--- src/rtl/vga_scanout.sv ---
// vga_scanout: parametrised VGA timing generator with a 2-stage fetch/output pipeline.
// Define SCANOUT_PATTERN_EN to build in 8-bar colour test pattern selected by pattern_en.
module vga_scanout #(
  parameter int H_ACTIVE  = 640,
  parameter int H_FP      = 16,
  parameter int H_SYNC    = 96,
  parameter int H_BP      = 48,
  parameter int V_ACTIVE  = 480,
  parameter int V_FP      = 10,
  parameter int V_SYNC    = 2,
  parameter int V_BP      = 33,
  parameter int CLK_DIV   = 2,
  parameter int FETCH_LAT = 1,
  parameter int COLOR_W   = 1,
  parameter int X_W       = 11,
  parameter int Y_W       = 11,
  parameter bit HS_POL    = 1'b0,
  parameter bit VS_POL    = 1'b0
) (
  input  logic                   sysclk,
  input  logic                   rst,
  input  logic [3*COLOR_W-1:0]   pixel_data,
  input  logic                   blank,
  input  logic                   pattern_en,
  output logic [X_W+Y_W-1:0]     pixel_addr,
  output logic [COLOR_W-1:0]     VGA_R,
  output logic [COLOR_W-1:0]     VGA_G,
  output logic [COLOR_W-1:0]     VGA_B,
  output logic                   VGA_HS,
  output logic                   VGA_VS,
  output logic                   frame_start
);

  localparam int H_TOTAL = H_ACTIVE + H_FP + H_SYNC + H_BP;
  localparam int V_TOTAL = V_ACTIVE + V_FP + V_SYNC + V_BP;
  localparam int HC_W    = $clog2(H_TOTAL);
  localparam int VC_W    = $clog2(V_TOTAL);
  localparam int DIV_W   = $clog2(CLK_DIV);

  localparam logic [DIV_W-1:0] DIV_LAST = DIV_W'(CLK_DIV - 1);
  localparam logic [HC_W-1:0]  H_LAST   = HC_W'(H_TOTAL - 1);
  localparam logic [HC_W-1:0]  H_ACT    = HC_W'(H_ACTIVE);
  localparam logic [HC_W-1:0]  HS_BEG   = HC_W'(H_ACTIVE + H_FP);
  localparam logic [HC_W-1:0]  HS_END   = HC_W'(H_ACTIVE + H_FP + H_SYNC - 1);
  localparam logic [VC_W-1:0]  V_LAST   = VC_W'(V_TOTAL - 1);
  localparam logic [VC_W-1:0]  V_ACT    = VC_W'(V_ACTIVE);
  localparam logic [VC_W-1:0]  VS_BEG   = VC_W'(V_ACTIVE + V_FP);
  localparam logic [VC_W-1:0]  VS_END   = VC_W'(V_ACTIVE + V_FP + V_SYNC - 1);

  if (H_ACTIVE > (1 << X_W)) begin : g_chk_x
    $error("vga_scanout: H_ACTIVE does not fit in X_W");
  end
  if (V_ACTIVE > (1 << Y_W)) begin : g_chk_y
    $error("vga_scanout: V_ACTIVE does not fit in Y_W");
  end
  if (CLK_DIV < 2 || FETCH_LAT >= CLK_DIV) begin : g_chk_div
    $error("vga_scanout: need CLK_DIV >= 2 and FETCH_LAT < CLK_DIV");
  end

  logic [DIV_W-1:0]       div_q, div_d;
  logic [HC_W-1:0]        h_q, h_d;
  logic [VC_W-1:0]        v_q, v_d;
  logic [X_W+Y_W-1:0]     addr_q, addr_d;
  logic                   act1_q, act1_d, hs1_q, hs1_d, vs1_q, vs1_d;
  logic [3*COLOR_W-1:0]   rgb_q, rgb_d;
  logic                   hs_q, hs_d, vs_q, vs_d;

  logic                   pix_en, active0, hs_raw, vs_raw;
  logic [3*COLOR_W-1:0]   src_rgb;

`ifdef SCANOUT_PATTERN_EN
  logic [X_W+2:0]         bar_num;
  logic [2:0]             bar_idx;
  logic [3*COLOR_W-1:0]   bar_rgb;

  // Bar index from the stage-1 x coordinate: x*8/H_ACTIVE.
  always_comb begin
    bar_num = {addr_q[X_W-1:0], 3'b000} / (X_W+3)'(H_ACTIVE);
    bar_idx = 3'(bar_num);
    bar_rgb = {{COLOR_W{bar_idx[2]}}, {COLOR_W{bar_idx[1]}}, {COLOR_W{bar_idx[0]}}};
  end
`else
  logic pattern_unused;
  assign pattern_unused = pattern_en;
`endif

  always_comb begin
    pix_en  = (div_q == DIV_LAST);
    active0 = (h_q < H_ACT) && (v_q < V_ACT);
    hs_raw  = (h_q >= HS_BEG) && (h_q <= HS_END);
    vs_raw  = (v_q >= VS_BEG) && (v_q <= VS_END);

    div_d  = pix_en ? '0 : div_q + 1'b1;
    h_d    = h_q;
    v_d    = v_q;
    addr_d = addr_q;
    act1_d = act1_q;
    hs1_d  = hs1_q;
    vs1_d  = vs1_q;
    rgb_d  = rgb_q;
    hs_d   = hs_q;
    vs_d   = vs_q;

    src_rgb = pixel_data;
`ifdef SCANOUT_PATTERN_EN
    if (pattern_en) src_rgb = bar_rgb;
`endif

    if (pix_en) begin
      if (h_q == H_LAST) begin
        h_d = '0;
        v_d = (v_q == V_LAST) ? '0 : v_q + 1'b1;
      end else begin
        h_d = h_q + 1'b1;
      end
      // Address is held outside the active area so the source sees no spurious fetches.
      if (active0) addr_d = {Y_W'(v_q), X_W'(h_q)};
      act1_d = active0;
      hs1_d  = hs_raw;
      vs1_d  = vs_raw;
      rgb_d  = (act1_q && !blank) ? src_rgb : '0;
      hs_d   = hs1_q ? HS_POL : ~HS_POL;
      vs_d   = vs1_q ? VS_POL : ~VS_POL;
    end
  end

  always_ff @(posedge sysclk) begin
    if (rst) begin
      div_q  <= '0;
      h_q    <= '0;
      v_q    <= '0;
      addr_q <= '0;
      act1_q <= 1'b0;
      hs1_q  <= 1'b0;
      vs1_q  <= 1'b0;
      rgb_q  <= '0;
      hs_q   <= ~HS_POL;
      vs_q   <= ~VS_POL;
    end else begin
      div_q  <= div_d;
      h_q    <= h_d;
      v_q    <= v_d;
      addr_q <= addr_d;
      act1_q <= act1_d;
      hs1_q  <= hs1_d;
      vs1_q  <= vs1_d;
      rgb_q  <= rgb_d;
      hs_q   <= hs_d;
      vs_q   <= vs_d;
    end
  end

  assign pixel_addr  = addr_q;
  assign VGA_R       = rgb_q[3*COLOR_W-1 -: COLOR_W];
  assign VGA_G       = rgb_q[2*COLOR_W-1 -: COLOR_W];
  assign VGA_B       = rgb_q[COLOR_W-1:0];
  assign VGA_HS      = hs_q;
  assign VGA_VS      = vs_q;
  assign frame_start = pix_en && (h_q == '0) && (v_q == '0);

endmodule

--- config.mk ---
export PLATFORM = sky130hd
export DESIGN_NAME = vga_scanout
export DESIGN_NICKNAME = d
export VERILOG_FILES = /design/src/rtl/vga_scanout.sv
export SDC_FILE = /design/constraint.sdc
export NUM_CORES = 1
export LEC_CHECK = 0
export BUFFER_PORTS_ARGS = -buffer_cell sky130_fd_sc_hd__buf_4
export CAP_MARGIN = 5
export CORE_MARGIN = 4
export CORE_UTILIZATION = 40
export CTS_CLUSTER_SIZE = 16
export DETAILED_ROUTE_END_ITERATION = 6
export PLACE_DENSITY = 0.7
export SLEW_MARGIN = 25
export SYNTH_ARGS = -nofsm -noshare
export SYNTH_HDL_FRONTEND = slang
export SYNTH_SLANG_ARGS = --single-unit
--- constraint.sdc ---
create_clock -name sysclk -period 1.8 [get_ports sysclk]
set_clock_uncertainty 0.1 [all_clocks]
set_input_delay 0.36 -clock sysclk [delete_from_list [all_inputs] [get_ports sysclk]]
set_output_delay 0.36 -clock sysclk [all_outputs]
set_load 0.005 [all_outputs]
## Yosys cells after proc, flatten, opt, wreduce, memory -nomap -nowiden

Index checks and enable logic that the tools add are counted.

| storage, ports and cells | value |
|---|---|
| logic and storage cells | 38 |
| flip-flop bits (word level) | 49 |
| output and inout bits | 28 |
| input port bits | 7 |

| cells by class | value |
|---|---|
| order comparisons | 6 |
| equal/unequal tests | 2 |
| reductions and logical operators | 12 |
| add/subtract/negate cells | 3 |
| mux-type cells | 5 |

Operators by type and width:

| operator | number |
|---|---|
| 10-bit by 1-bit adder with 10-bit output (second input constant) | 2 |
| 10-bit == test (second input constant) | 2 |
| 10-bit logical NOT | 2 |
| 10-bit 2-to-1 mux | 2 |
| 10-bit greater-or-equal comparator (second input constant) | 1 |
| 10-bit by 9-bit greater-or-equal comparator with 1-bit output (second input constant) | 1 |
| 10-bit less-or-equal comparator (second input constant) | 1 |
| 10-bit by 9-bit less-or-equal comparator with 1-bit output (second input constant) | 1 |
| 10-bit < comparator (second input constant) | 1 |
| 10-bit by 9-bit < comparator with 1-bit output (second input constant) | 1 |
| 1-bit logical AND | 6 |
| 2-bit AND reduction | 2 |
| 3-bit 2-to-1 mux | 1 |
| 1-bit 2-to-1 mux | 2 |
| 2-bit OR reduction | 1 |
| 1-bit adder (second input constant) | 1 |
| 1-bit logical NOT | 1 |

## Longest topological paths before layout

Gate-level depths: netlist of the first run.

| depth | value |
|---|---|
| word-level depth | 3 |
| depth in mapped cells | 6 |
| mapped depth without buffers | 5 |

## Worst setup path after synthesis of the first run

OpenSTA, ideal clock, no wires.

| timing path | value |
|---|---|
| kind | reg-to-reg |
| from | reg h_q[0] |
| to | reg v_q[3] |
| path slack | 55 ps |
| period minus slack after synthesis | 1745 ps |
| stages on the path, launching flop included | 7 |
| arrival time | 1574 ps |
| path buffers | 1 |
| library setup time | 70 ps |
| path through | dfxtp_1 ha_1 and3_1 nand4_1 clkbuf_1 or3_1 a21oi_1 |

| on the way | value |
|---|---|
| longest elaborated chain between the ends | 2 |

Ends and longest elaborated chain:

| element | RTL line | text |
|---|---|---|
| start: declaration | 61 | `logic [HC_W-1:0] h_q, h_d;` |
| start signal: assignment | 130 | `h_q <= '0;` |
| start signal: assignment | 141 | `h_q <= h_d;` |
| 10-bit == test | 110 | `if (h_q == H_LAST) begin` |
| 2-bit AND reduction (no source line) | n/a |  |
| end signal: assignment | 142 | `v_q <= v_d;` |
| end: declaration | 62 | `logic [VC_W-1:0] v_q, v_d;` |

Every way passes these cells.
A chain may end at the register's enable or synchronous reset.

## Final worst setup path of the first run

| timing path | value |
|---|---|
| from | reg v_q[7] |
| to | out frame_start |

| on the way | value |
|---|---|
| longest elaborated chain between the ends | 2 |

Ends and longest elaborated chain:

| element | RTL line | text |
|---|---|---|
| 10-bit logical NOT | 159 | `assign frame_start = pix_en && (h_q == '0) && (v_q == '0);` |
| 1-bit logical AND | 159 |  |
| end: declaration | 31 | `output logic frame_start` |

Every way passes these cells.

==> results.py, run 1 <==
metrics = {
    "floorplanning": {
        "ioPinCount": 35,
        "core_area_um2": 5205,
        "core.rowCount": 26,
        "start_util_pct": 41.87,
        "dieArea_um2": 6694,
        "die_x_um": 81.82,
        "die_h_um": 81.82,
    },
    "placement": {
        "dp_hpwl_um": 3328,
        "gp_congestion": 0.8448,
        "numPortBuffers": 31,
    },
    "timing": {
        "min_period_ns": 1.900,
        "post-route-period-util_pct": 105.6,
        "finalSetupViolations": 1,
        "rsz0062_at_grt": "yes",
        "fmax_mhz": 526.2,
        "drv_slew": 0,
        "final_hold_viol_count": 0,
        "fin_ws_ns": -0.1004,
    },
    "global_route": {
        "antenna_found_initial": 0,
        "grt_pass1_vias": 1704,
        "grt_pass1_wl_um": 8010,
        "grt_overflow": 0,
        "grtUsageTotal_pct": 15.53,
        "grt_max_degree": 25,
    },
    "run": {
        "maxCapViolCount": 0,
    },
    "cells_and_area": {
        "fin_nets": 298,
        "multi_input_comb_area_um2": 1142,
        "utilization_pct": 53.68,
        "fill_cells": 493,
        "area_growth_pct": 28.19,
        "seq_area_um2": 984.7,
        "n_antenna_cell": 0,
        "drive_gt1_share_pct": 30.21,
    },
    "clock_network": {
        "cts_buffers": 5,
        "cts.htree.levels": 2,
        "clock-sinks": 49,
        "cts_root_buffer": "clkbuf_8",
        "clk_latency_ns": 0.31,
        "ctsHoldBuffers": 0,
        "cts_tree": "done",
        "clk_pin_slew_ns": 0.09,
        "cts_max_path_buffers": 2,
    },
    "synthesis": {
        "synth_edf_count": 0,
        "synth_top_cells_by_area": "dfxtp_1 45%, mux2i_1 8.7%, nor2_1 5.0%, nand4_1 3.2%, a21oi_1 3.0%",
        "ys_seq_elements": 49,
        "ys.flop_type": "dfxtp_1",
        "synth_largest_area_cell": "dfxtp_1",
        "syn_area_per_cell_um2": 9.044,
        "syn_area_um2": 2180,
        "ys_async_sr_fraction_pct": 0,
        "synth.distinct_cells": 39,
        "synth_top_cell_area_share_pct": 45.01,
        "ys_warn_count": 0,
        "yosysSeqAreaShare_pct": 45.01,
        "syn-instance-count": 241,
    },
    "status": {
        "status": "complete, but fails checks",
        "violations": "negative setup slack",
    },
    "setup_path": {
        "crit_fanout": 6,
        "critPathRequiredTime_ns": 1.34,
        "start_kind": "register",
        "critPathCaptureType": "primary output",
        "arrival_ns": 1.44,
        "worstSetupPathType": "reg -> out",
    },
    "detailed_routing": {
        "drc_errors": 0,
        "vias": 1772,
        "drtPass1Iterations": 4,
        "routed_wl_um": 4738,
        "drt_iter0_drc": 97,
        "ant_nets": 0,
        "vias_per_cell": 4.950,
        "drt-wirelength-per-cell_um": 13.23,
    },
    "pwr": {
        "p_per_area_nw_per_um2": 698.6,
        "power_uw": 1952,
        "ir_drop_mv": 0.4451,
        "leakage_uw": 0.001157,
    },
    "hold_path": {
        "hold_path_class": "in -> reg",
    },
}
==> report_power, final <==
part / internal (uW) / switching (uW) / total (uW)
Combinational: 73.0 / 70.7 / 144
Clock: 347 / 358 / 706
Sequential: 1090 / 8.60 / 1100
==> synth_stat cells (7+ instances only) <==
library cell / instances
a21oi_1: 13
buf_2: 7
clkbuf_1: 9
dfxtp_1: 49
inv_1: 8
mux2i_1: 19
nand2_1: 10
nand2b_1: 7
nand3_1: 12
nand4_1: 11
nor2_1: 29
nor3_1: 9
o21ai_0: 7
xnor2_1: 7
==> layout by cell type, fill, tap and decap left out, drive strengths merged, types with 8 or more instances in the layout <==
cell type,n
nor3,10
mux2i,19
nand3,12
nand4,11
a21oi,13
buf,57
nand2,10
nor2,30
inv,8
dfxtp,49
==> per-layer routing <==
metal  routed length [um]  track usage, %
met1                 2177           18.64
met2                 2256           26.25
met3                  208           3.618
met4                   95           6.977
met5                    0               0
==> metrics by stage <==
stage / setup slack [ns] / cells / hold slack (ns) / cell area, um^2 / TNS (ns)
finish: -0.1004 / 358 / 0.2232 / 2794 / -0.1004
global route: -0.1912 / 358 / 0.2309 / 2794 / -0.4712
CTS: -0.09203 / 358 / 0.2186 / 2770 / -0.1007
detailed placement: -0.06422 / 349 / 0.3571 / 2609 / -0.06422
global placement: 0.03631 / 349 / 0.3503 / 2609 / 0
floorplan: 0.05527 / 242 / 0.3254 / 2183 / 0
==> cell type report <==
class | instances | area share, %
multi-input combinational | 166 | 40.89
sequential | 49 | 35.24
timing repair buffer | 57 | 16.03
clock buffer | 7 | 3.448
tap | 70 | 3.135
inverter | 8 | 1.075
clock inverter | 1 | 0.1791
==> registers in the layout, summed over array words and instances, names as in the netlist <==
register / cells
hs1_q: 1
vs1_q: 1
rgb_q: 3
VGA_VS: 1
act1_q: 1
v_q: 10
VGA_HS: 1
pixel_addr: 20
h_q: 10
div_q: 1
==> path summary, 6_finish.rpt <==
check / end / slack, ns / startpoint / depth (start not counted)
hold / removal: rgb_q[2] / 0.22 / pixel_data[2] / 3
setup reg to reg: v_q[3] / 0 / h_q[1] / 6
setup / recovery: frame_start / -0.10 / v_q[7] / 4
hold reg to reg: rgb_q[2] / 0.37 / rgb_q[2] / 2
==> kinds of logic (layout without fill, tap and decap cells) <==
group,Yosys count,after routing,synth area share [%]
DFF,49,49,45.01
buffers and inverters,27,73,5.740
and+or+nand+nor,102,102,26.00
muxes,19,19,8.725
AOI/OAI and AO/OA,28,28,7.635
adders and majority gates,4,4,2.296
other,1,2,0.1721
xor gates and xnor gates,11,11,4.420
==> worst max-delay path: stages (launching register included) <==
cell	delay, ns
dfxtp_1	0.37
nor4_2	0.34
nand3_1	0.15
nor2_2	0.15
buf_4	0.12
==> what timing repair did <==
action | in CTS | in global routing
endpoints found under the setup margin | 3 | 10
resized for setup | 13 | 6
endpoints found under the hold margin | 0 | 0
buffers inserted | 1 | 0
pin swaps | 4 | 5
(Power assumes the default switching activity.)
==> inputs of run 2 (changes only) <==
--- a/config.mk
+++ b/config.mk
@@ -13,4 +13,5 @@
 export DETAILED_ROUTE_END_ITERATION = 6
 export PLACE_DENSITY = 0.7
+export RECOVER_POWER = 50
 export SLEW_MARGIN = 25
 export SYNTH_ARGS = -nofsm -noshare
--- a/constraint.sdc
+++ b/constraint.sdc
@@ -3,3 +3,3 @@
 set_input_delay 0.36 -clock sysclk [delete_from_list [all_inputs] [get_ports sysclk]]
 set_output_delay 0.36 -clock sysclk [all_outputs]
-set_load 0.005 [all_outputs]
+set_load 0.1 [all_outputs]
==> results.py, run 2 (same netlist as run 1, synthesis figures left out) <==
metrics = {
    "status": {
        "status": "complete, but fails checks",
        "violations": "negative setup slack",
    },
    "clock_network": {
        "clk_pin_slew_ns": 0.08,
        "ctsHoldBuffers": 0,
        "cts.htree.levels": 2,
        "cts_tree": "done",
        "cts_buffers": 5,
        "cts_max_path_buffers": 2,
        "clk_latency_ns": 0.30,
        "clock-sinks": 49,
        "cts_root_buffer": "clkbuf_8",
    },
    "setup_path": {
        "slowest_stage": "dfxtp_2",
        "arrival_ns": 1.53,
        "cp_cell_sequence": "inv_2 > ha_4 > nor4b_4 > nand4_1 > nor2_4 > buf_12",
        "crit_fanout": 2,
        "worstSetupPathType": "reg -> out",
        "cpPeakStageDelay_ns": 0.33,
        "rr_endpoint": "v_q[7]",
        "start_kind": "register",
        "r2r_start": "h_q[0]",
        "critPathRequiredTime_ns": 1.34,
        "critPathCaptureType": "primary output",
        "r2r_cells": 7,
        "r2r_slack_ns": -0.13,
    },
    "run": {
        "maxCapViolCount": 0,
    },
    "global_route": {
        "busiest_layer": "met2",
        "grt_overflow": 0,
        "antenna_found_initial": 0,
        "met3_usage_pct": 3.728,
        "grt_pass1_wl_um": 8183,
        "grt_pass1_vias": 1767,
        "grt_use_met2_pct": 25.12,
        "grtUsageTotal_pct": 15.92,
        "grt_max_degree": 22,
        "gr-usage-met1_pct": 20.90,
    },
    "timing": {
        "worst_slew_pin_slew_ns": 0.5494,
        "max-slew-margin-rel_pct": 63.53,
        "finalSetupViolations": 10,
        "fin_ws_ns": -0.1870,
        "whs_ns": 0.2325,
        "drv_slew": 0,
        "min_period_ns": 1.987,
        "rsz0062_at_grt": "yes",
        "post-route-period-util_pct": 110.4,
        "fmax_mhz": 503.3,
        "final_hold_viol_count": 0,
    },
    "placement": {
        "numPortBuffers": 31,
        "dp_cells": 354,
        "post-place-ws_ns": 0.03105,
        "place_area_um2": 2674,
        "dp_hpwl_um": 3541,
        "gp_congestion": 0.8911,
    },
    "cells_and_area": {
        "fill_cells": 499,
        "area_growth_pct": 32.09,
        "utilization_pct": 55.31,
        "n_antenna_cell": 0,
        "final_common_cell": "dfxtp_1",
        "fin_cells": 370,
        "largest_register_ffs": 20,
        "final_cell_mix": "42 x dfxtp_1, 41 x buf_4, 28 x nor2_1, 19 x mux2i_1, 19 x clkbuf_2",
        "drive_gt1_share_pct": 34.33,
        "fin_area_um2": 2879,
        "fin_nets": 310,
    },
    "detailed_routing": {
        "vias_per_cell": 5.095,
        "drtPass1Iterations": 4,
        "drt_iter0_drc": 80,
        "routed_wl_um": 5121,
        "drc_errors": 0,
        "drt-wirelength-per-cell_um": 13.84,
        "vias": 1885,
        "ant_nets": 0,
    },
    "hold_path": {
        "hold_depth": 3,
        "hp-start": "pixel_data[0]",
        "hold_path_class": "in -> reg",
        "hold_path_end": "rgb_q[0]",
    },
    "pwr": {
        "switchingPower_uw": 493.4,
        "ir_drop_mv": 0.3829,
        "pwr-share-seq_pct": 56.7,
        "p_per_area_nw_per_um2": 672.0,
        "leakage_uw": 0.001201,
        "power_frac_comb_pct": 10.8,
        "pwr-share-clk_pct": 32.5,
        "p_int_uw": 1441,
        "switching_share_pct": 25.50,
    },
    "floorplanning": {
        "dieArea_um2": 6694,
        "core_area_um2": 5205,
        "die_h_um": 81.82,
        "core.rowCount": 26,
        "ioPinCount": 35,
        "die_x_um": 81.82,
        "start_util_pct": 41.87,
    },
}
[run 2: repair_timing]
| item | in CTS | in global routing |
|---|---|---|
| resized for setup | 14 | 17 |
| setup endpoints to repair | 1 | 11 |
| cloned | 0 | 1 |
| setup buffers | 3 | 4 |
| pin swaps | 6 | 11 |
[run 2: layout make-up]
class	instances	area [um^2]	area share (%)
clock buffer	6	72.57	2.521
clock inverter	2	10.01	0.3477
inverter	8	30.03	1.043
multi-input combinational	166	1184	41.11
sequential	49	994.7	34.55
tap	70	87.58	3.042
timing repair buffer	69	500.5	17.38
[run 2: worst max-delay path by stage]
stage	from	end	depth (start not counted)
global placement	h_q[0]	frame_start	6
global route	h_q[6]	frame_start	5
detailed placement	h_q[1]	frame_start	6
floorplan	h_q[0]	frame_start	5
CTS	h_q[0]	frame_start	6
finish	h_q[0]	frame_start	6
[run 2: power by group through the flow]
stage,registers [uW],clock network (uW),logic (uW)
2_1_floorplan,1150,0,120
3_3_place_gp,1130,0,186
3_5_place_dp,1130,0,187
4_1_cts,1100,648,208
5_1_grt,1100,691,222
6_report,1100,629,209
[run 2: critical path, delay by kind of cell, from the launching register on]
family,cells,cell delay [ns]
and+or+nand+nor,3,0.54
DFF,1,0.33
buffers and inverters,2,0.24
adders and majority gates,1,0.12
[run 2: metrics by stage]
stage	TNS, ns	power, uW
final	-0.5989	1935
after global routing	-1.423	2011
after CTS	-0.1739	1956
after detailed placement	0	1313
after global placement	0	1311
after floorplan	-0.001721	1265
[run 2: per-layer routing]
layer / share of wire, % / vias up / wire length (um)
li1: - / 950 / -
met1: 47 / 901 / 2395
met2: 48 / 28 / 2448
met3: 3.8 / 6 / 193
met4: 1.6 / 0 / 83
met5: 0 / - / 0
